==> config.mk <==
export PLATFORM = sky130hd
export DESIGN_NAME = b_bus_src
export DESIGN_NICKNAME = d
export VERILOG_FILES = /design/src/rtl/b_bus_src.sv
export SDC_FILE = /design/constraint.sdc
export NUM_CORES = 1
export LEC_CHECK = 0
export ABC_AREA = 1
export BUFFER_PORTS_ARGS = -buffer_cell sky130_fd_sc_hd__buf_4
export CAP_MARGIN = 20
export CORE_MARGIN = 2
export CORE_UTILIZATION = 55
export DETAILED_ROUTE_END_ITERATION = 12
export PLACE_DENSITY = 0.87
export SETUP_SLACK_MARGIN = 0.5
export SLEW_MARGIN = 20
export SYNTH_ARGS = -nofsm -noshare
export SYNTH_HDL_FRONTEND = slang
export SYNTH_SLANG_ARGS = --single-unit
==> constraint.sdc <==
create_clock -name clk -period 4.3 [get_ports clk]
set_clock_uncertainty 0.1 [all_clocks]
set_input_delay 0.215 -clock clk [delete_from_list [all_inputs] [get_ports clk]]
set_output_delay 0.215 -clock clk [all_outputs]
set_load 0.005 [all_outputs]
==> src/rtl/b_bus_src.sv <==
// ---------------------------------------------------------------------------
// b_bus_src : registered ALU B-operand source selector with buffered external feed
// Rev 1.0
// ---------------------------------------------------------------------------
`default_nettype none

module b_bus_src #(
    parameter int               WIDTH     = 8,
    parameter int               DEPTH     = 2,
    parameter logic [WIDTH-1:0] CONST_VAL = '0
) (
    input  logic             clk,
    input  logic             rst_n,
    input  logic             req,
    input  logic [1:0]       b_sel,
    input  logic [WIDTH-1:0] b_reg,
    input  logic [WIDTH-1:0] ext_data,
    input  logic             ext_valid,
    output logic             ext_ready,
    output logic [WIDTH-1:0] b_bus,
    output logic             b_valid,
    output logic             stall
);

    localparam int AW = $clog2(DEPTH);
    localparam int CW = AW + 1;

    typedef enum logic [0:0] {
        ST_IDLE = 1'b0,
        ST_WAIT = 1'b1
    } state_t;

    state_t            state_q;
    logic [WIDTH-1:0]  mem_q [DEPTH];
    logic [AW-1:0]     wr_ptr_q;
    logic [AW-1:0]     rd_ptr_q;
    logic [CW-1:0]     count_q;
    logic [CW-1:0]     count_d;
    logic [WIDTH-1:0]  b_bus_q;
    logic              b_valid_q;

    logic              w_push;
    logic              w_pop;
    logic              w_not_empty;
    logic              w_ext_sel;

    assign w_not_empty = (count_q != '0);
    assign w_ext_sel   = req && (b_sel == 2'b11);
    assign ext_ready   = rst_n && (count_q < CW'(DEPTH));
    assign w_push      = ext_valid && ext_ready;
    // The head is consumed only when it is actually placed on the bus.
    assign w_pop       = rst_n && w_not_empty &&
                         (((state_q == ST_IDLE) && w_ext_sel) || (state_q == ST_WAIT));
    assign count_d     = count_q + CW'(w_push) - CW'(w_pop);

    assign b_bus   = b_bus_q;
    assign b_valid = b_valid_q;
    assign stall   = rst_n && (state_q == ST_WAIT);

    // Storage is not reset; stale entries are unreachable once count is cleared.
    always_ff @(posedge clk) begin
        if (w_push) begin
            mem_q[wr_ptr_q] <= ext_data;
        end
    end

    always_ff @(posedge clk) begin
        if (!rst_n) begin
            state_q   <= ST_IDLE;
            wr_ptr_q  <= '0;
            rd_ptr_q  <= '0;
            count_q   <= '0;
            b_bus_q   <= '0;
            b_valid_q <= 1'b0;
        end else begin
            count_q   <= count_d;
            b_valid_q <= 1'b0;
            if (w_push) begin
                wr_ptr_q <= wr_ptr_q + AW'(1);
            end
            if (w_pop) begin
                rd_ptr_q <= rd_ptr_q + AW'(1);
            end
            case (state_q)
                ST_IDLE: begin
                    if (req) begin
                        case (b_sel)
                            2'b00: begin
                                b_bus_q   <= b_reg;
                                b_valid_q <= 1'b1;
                            end
                            2'b01: begin
                                b_bus_q   <= '0;
                                b_valid_q <= 1'b1;
                            end
                            2'b10: begin
                                b_bus_q   <= CONST_VAL;
                                b_valid_q <= 1'b1;
                            end
                            2'b11: begin
                                if (w_not_empty) begin
                                    b_bus_q   <= mem_q[rd_ptr_q];
                                    b_valid_q <= 1'b1;
                                end else begin
                                    state_q <= ST_WAIT;
                                end
                            end
                        endcase
                    end
                end
                ST_WAIT: begin
                    if (w_not_empty) begin
                        b_bus_q   <= mem_q[rd_ptr_q];
                        b_valid_q <= 1'b1;
                        state_q   <= ST_IDLE;
                    end
                end
                default: state_q <= ST_IDLE;
            endcase
        end
    end

endmodule

`default_nettype wire

==> qor.txt <==
Setup violators final: 0
Cell Area, Synth: 1290 um^2
Slowest CP cell: dfxtp_1
Number of gates resized after cts: 0
Largest net degree at the start of global routing: 11
Tightest Pin Transition: 0.652 ns
1st-iter DRT viols: 40
CP cell instances: nor2_2 > nor2_4 > nand2_2 > inv_1 > ha_1 > inv_1 > ha_1 > xor2_1 > o21ai_0 > a21oi_1
Yosys cell types: 24
Die H: 52.4 um
Sw power: 0.000143 W
H-tree levels: 2
Switching share of power: 0.229
Total CTS buffers: 5
Syn. warnings: 0
Worst-Skew Late Latency: 0.32 ns
Relative slew slack: 0.564
WP buf/inv: 2
Clk slew on worst S/H paths: 0.10 ns
Layout cell share with drive strength beyond 1: 0.294
Seq/Total Area, Yosys: 0.607
Initial antenna violation count: 0
Total gr overflow: 0
Max stage delay on crit path: 0.37 ns
CORE AREA: 2210 um^2
Fin crit share: 0.434
Detailed-route via count: 1,043
Hold Vio Cnt, Final: 0
Initial Util: 0.581
Minimum clock period: 1.86 ns
Routed Wire Length: 2.53 mm
CP arrival: 1.98 ns
Avg Cell Area, Syn: 9.60 um^2
Die area: 2740 um^2
First-pass GRT wire length: 4.13 mm
Worst setup SP type: register
Width of the die: 52.4 um
Max Slew Vio Count: 0
Cell Pwr Density: 367 nW/um^2
DRT antenna net count: 0
Combinational Power Share: 0.124
CTS sink count: 31
Total GRT Usage: 0.219
Worst endpoint required time: 4.42 ns
Fmax: 536 MHz
DR vias/cell: 5.01
P_int: 0.000481 W
Drt pass-1 iters: 4
Seq cells post-synth: 31
Mapped Cells: 134
Max-cap violation count: 0
Antenna diodes: 0
Avg WL per Cell: 12.1 um
Remaining DRCs: 0
Status: finished clean
Worst vdd ir: 0.396 mV
Row count: 17
CTS tree: done
Clock Power Share: 0.345
Kind of cell adding the most delay to the critical path: adder cells
Critical setup path kind: reg2reg
Dpl hpwl: 1.84 mm
Fin nets: 203
Worst Setup End Kind: register
Part of the power in registers: 0.531
RSZ-0062 raised after global routing: no
Area Overhead vs Synth: 32.3%
CP Max Fanout: 7
Leakage: 0.799 nW
Vias in the first global route: 975
Post-Syn Nets: 158
Root Driver: clkbuf_4
WHS: 0.0696 ns
I/O pin count: 33
Placed Instances: 192
Post-route setup TNS: 0 ns
Final std cells w/o fill: 208
HP Class: in2reg
Placer Congestion: 0.932
Port bufs: 32
Clock buffer depth: 2
Yosys cell counts:
cell      number  share of area
nor2_2         1         0.0049
nand2_4        1         0.0088
nor2_1         4          0.012
buf_2          1         0.0039
edfxtp_1      16           0.37
nor3_1         1         0.0039
buf_6          1         0.0088
a21oi_2        1         0.0068
nand2_1       42           0.12
nor3_2         1         0.0078
nand2_2        3          0.015
inv_4          1         0.0049
o21ai_0        6          0.023
inv_1         11          0.032
nor2_4         1         0.0088
xor2_1         1         0.0068
dfxtp_1       15           0.23
o21ai_1        1         0.0039
a21oi_1        5          0.019
or2_2          3          0.015
inv_2          2         0.0058
ha_1           2          0.019
nand3_1       11          0.043
o211ai_1       3          0.018
sequential cells by signal, summed over array words and instances (netlist names), named ones only:
| signal | cells |
|---|---|
| state_q | 1 |
| wr_ptr_q | 1 |
| mem_q | 16 |
| count_q | 2 |
| rd_ptr_q | 1 |
| b_bus | 8 |
| b_valid | 1 |
tightest hold or removal path, delay by kind of cell:
family / cells / cell delay, ns
AO/OA/AOI/OAI: 1 / 0.09
buffers and inverters: 1 / 0.08
AND/OR/NAND/NOR: 1 / 0.08
logic make-up (layout without fill, tap and decap cells):
group,count (synthesis),count (layout),share of synthesized area
AOI/OAI and AO/OA,16,16,0.0710
buffers and inverters,16,62,0.0554
xor gates and xnor gates,1,1,0.00681
and+or+nand+nor,68,68,0.240
adders and majority gates,2,2,0.0195
DFF,31,31,0.607
power groups by stage:
stage	combinational (W)	clock, W	sequential, W
2_1_floorplan	0.0000396	0	0.000336
3_3_place_gp	0.0000681	0	0.000337
3_5_place_dp	0.0000708	0	0.000338
4_1_cts	0.0000770	0.000220	0.000331
5_1_grt	0.0000861	0.000236	0.000333
6_report	0.0000771	0.000215	0.000331
final timing paths:
check                           startpoint    endpoint  slack (ns)  cells after the start
worst max-delay path               state_q  count_q[1]        2.44                     10
worst min register to register    b_bus[4]    b_bus[4]        0.37                      2
worst max register to register     state_q  count_q[1]        2.44                     10
worst min-delay path              b_reg[6]    b_bus[6]        0.07                      3
through the flow:
stage | power (W) | cell area [um^2] | util | worst slack (ns)
finish | 0.000624 | 1700 | 0.769 | 2.44
global placement | 0.000406 | 1550 | 0.699 | 2.52
CTS | 0.000628 | 1700 | 0.769 | 2.44
floorplan | 0.000376 | 1290 | - | 2.57
detailed placement | 0.000409 | 1550 | 0.699 | 2.46
global route | 0.000654 | 1700 | 0.769 | 2.30
cell usage in the layout (no fill, tap or decap), drive strengths merged:
cell type / netlist / final
a21oi: 6 / 6
buf: 2 / 32
bufinv: 0 / 1
clkbuf: 0 / 5
clkinv: 0 / 2
dfxtp: 15 / 15
dlygate4sd3: 0 / 8
edfxtp: 16 / 16
ha: 2 / 2
inv: 14 / 14
nand2: 46 / 46
nand3: 11 / 11
nor2: 6 / 6
nor3: 2 / 2
o211ai: 3 / 3
o21ai: 7 / 7
or2: 3 / 3
xor2: 1 / 1
metal layers:
layer  up-vias  wire, um  global-route usage
met3         8       214              0.0686
met4         0        78               0.120
li1        529         -                   -
met5         -         0                   0
met1       460      1020               0.230
met2        46      1210               0.383
cell type report:
cell class,instances,area [um^2]
flip-flops and latches,31,781
fillers,158,510
multi-input cells,87,434
repair buffers,40,320
inverters,14,55.1
clock inverters,3,38.8
clock buffers,5,37.5
well taps,28,35.0
repair_timing:
action / CTS / global route
hold endpoints to repair: 16 / 0
hold buffers: 8 / 0
setup buffers: 0 / 0
Power figures use the tool's default switching activity.
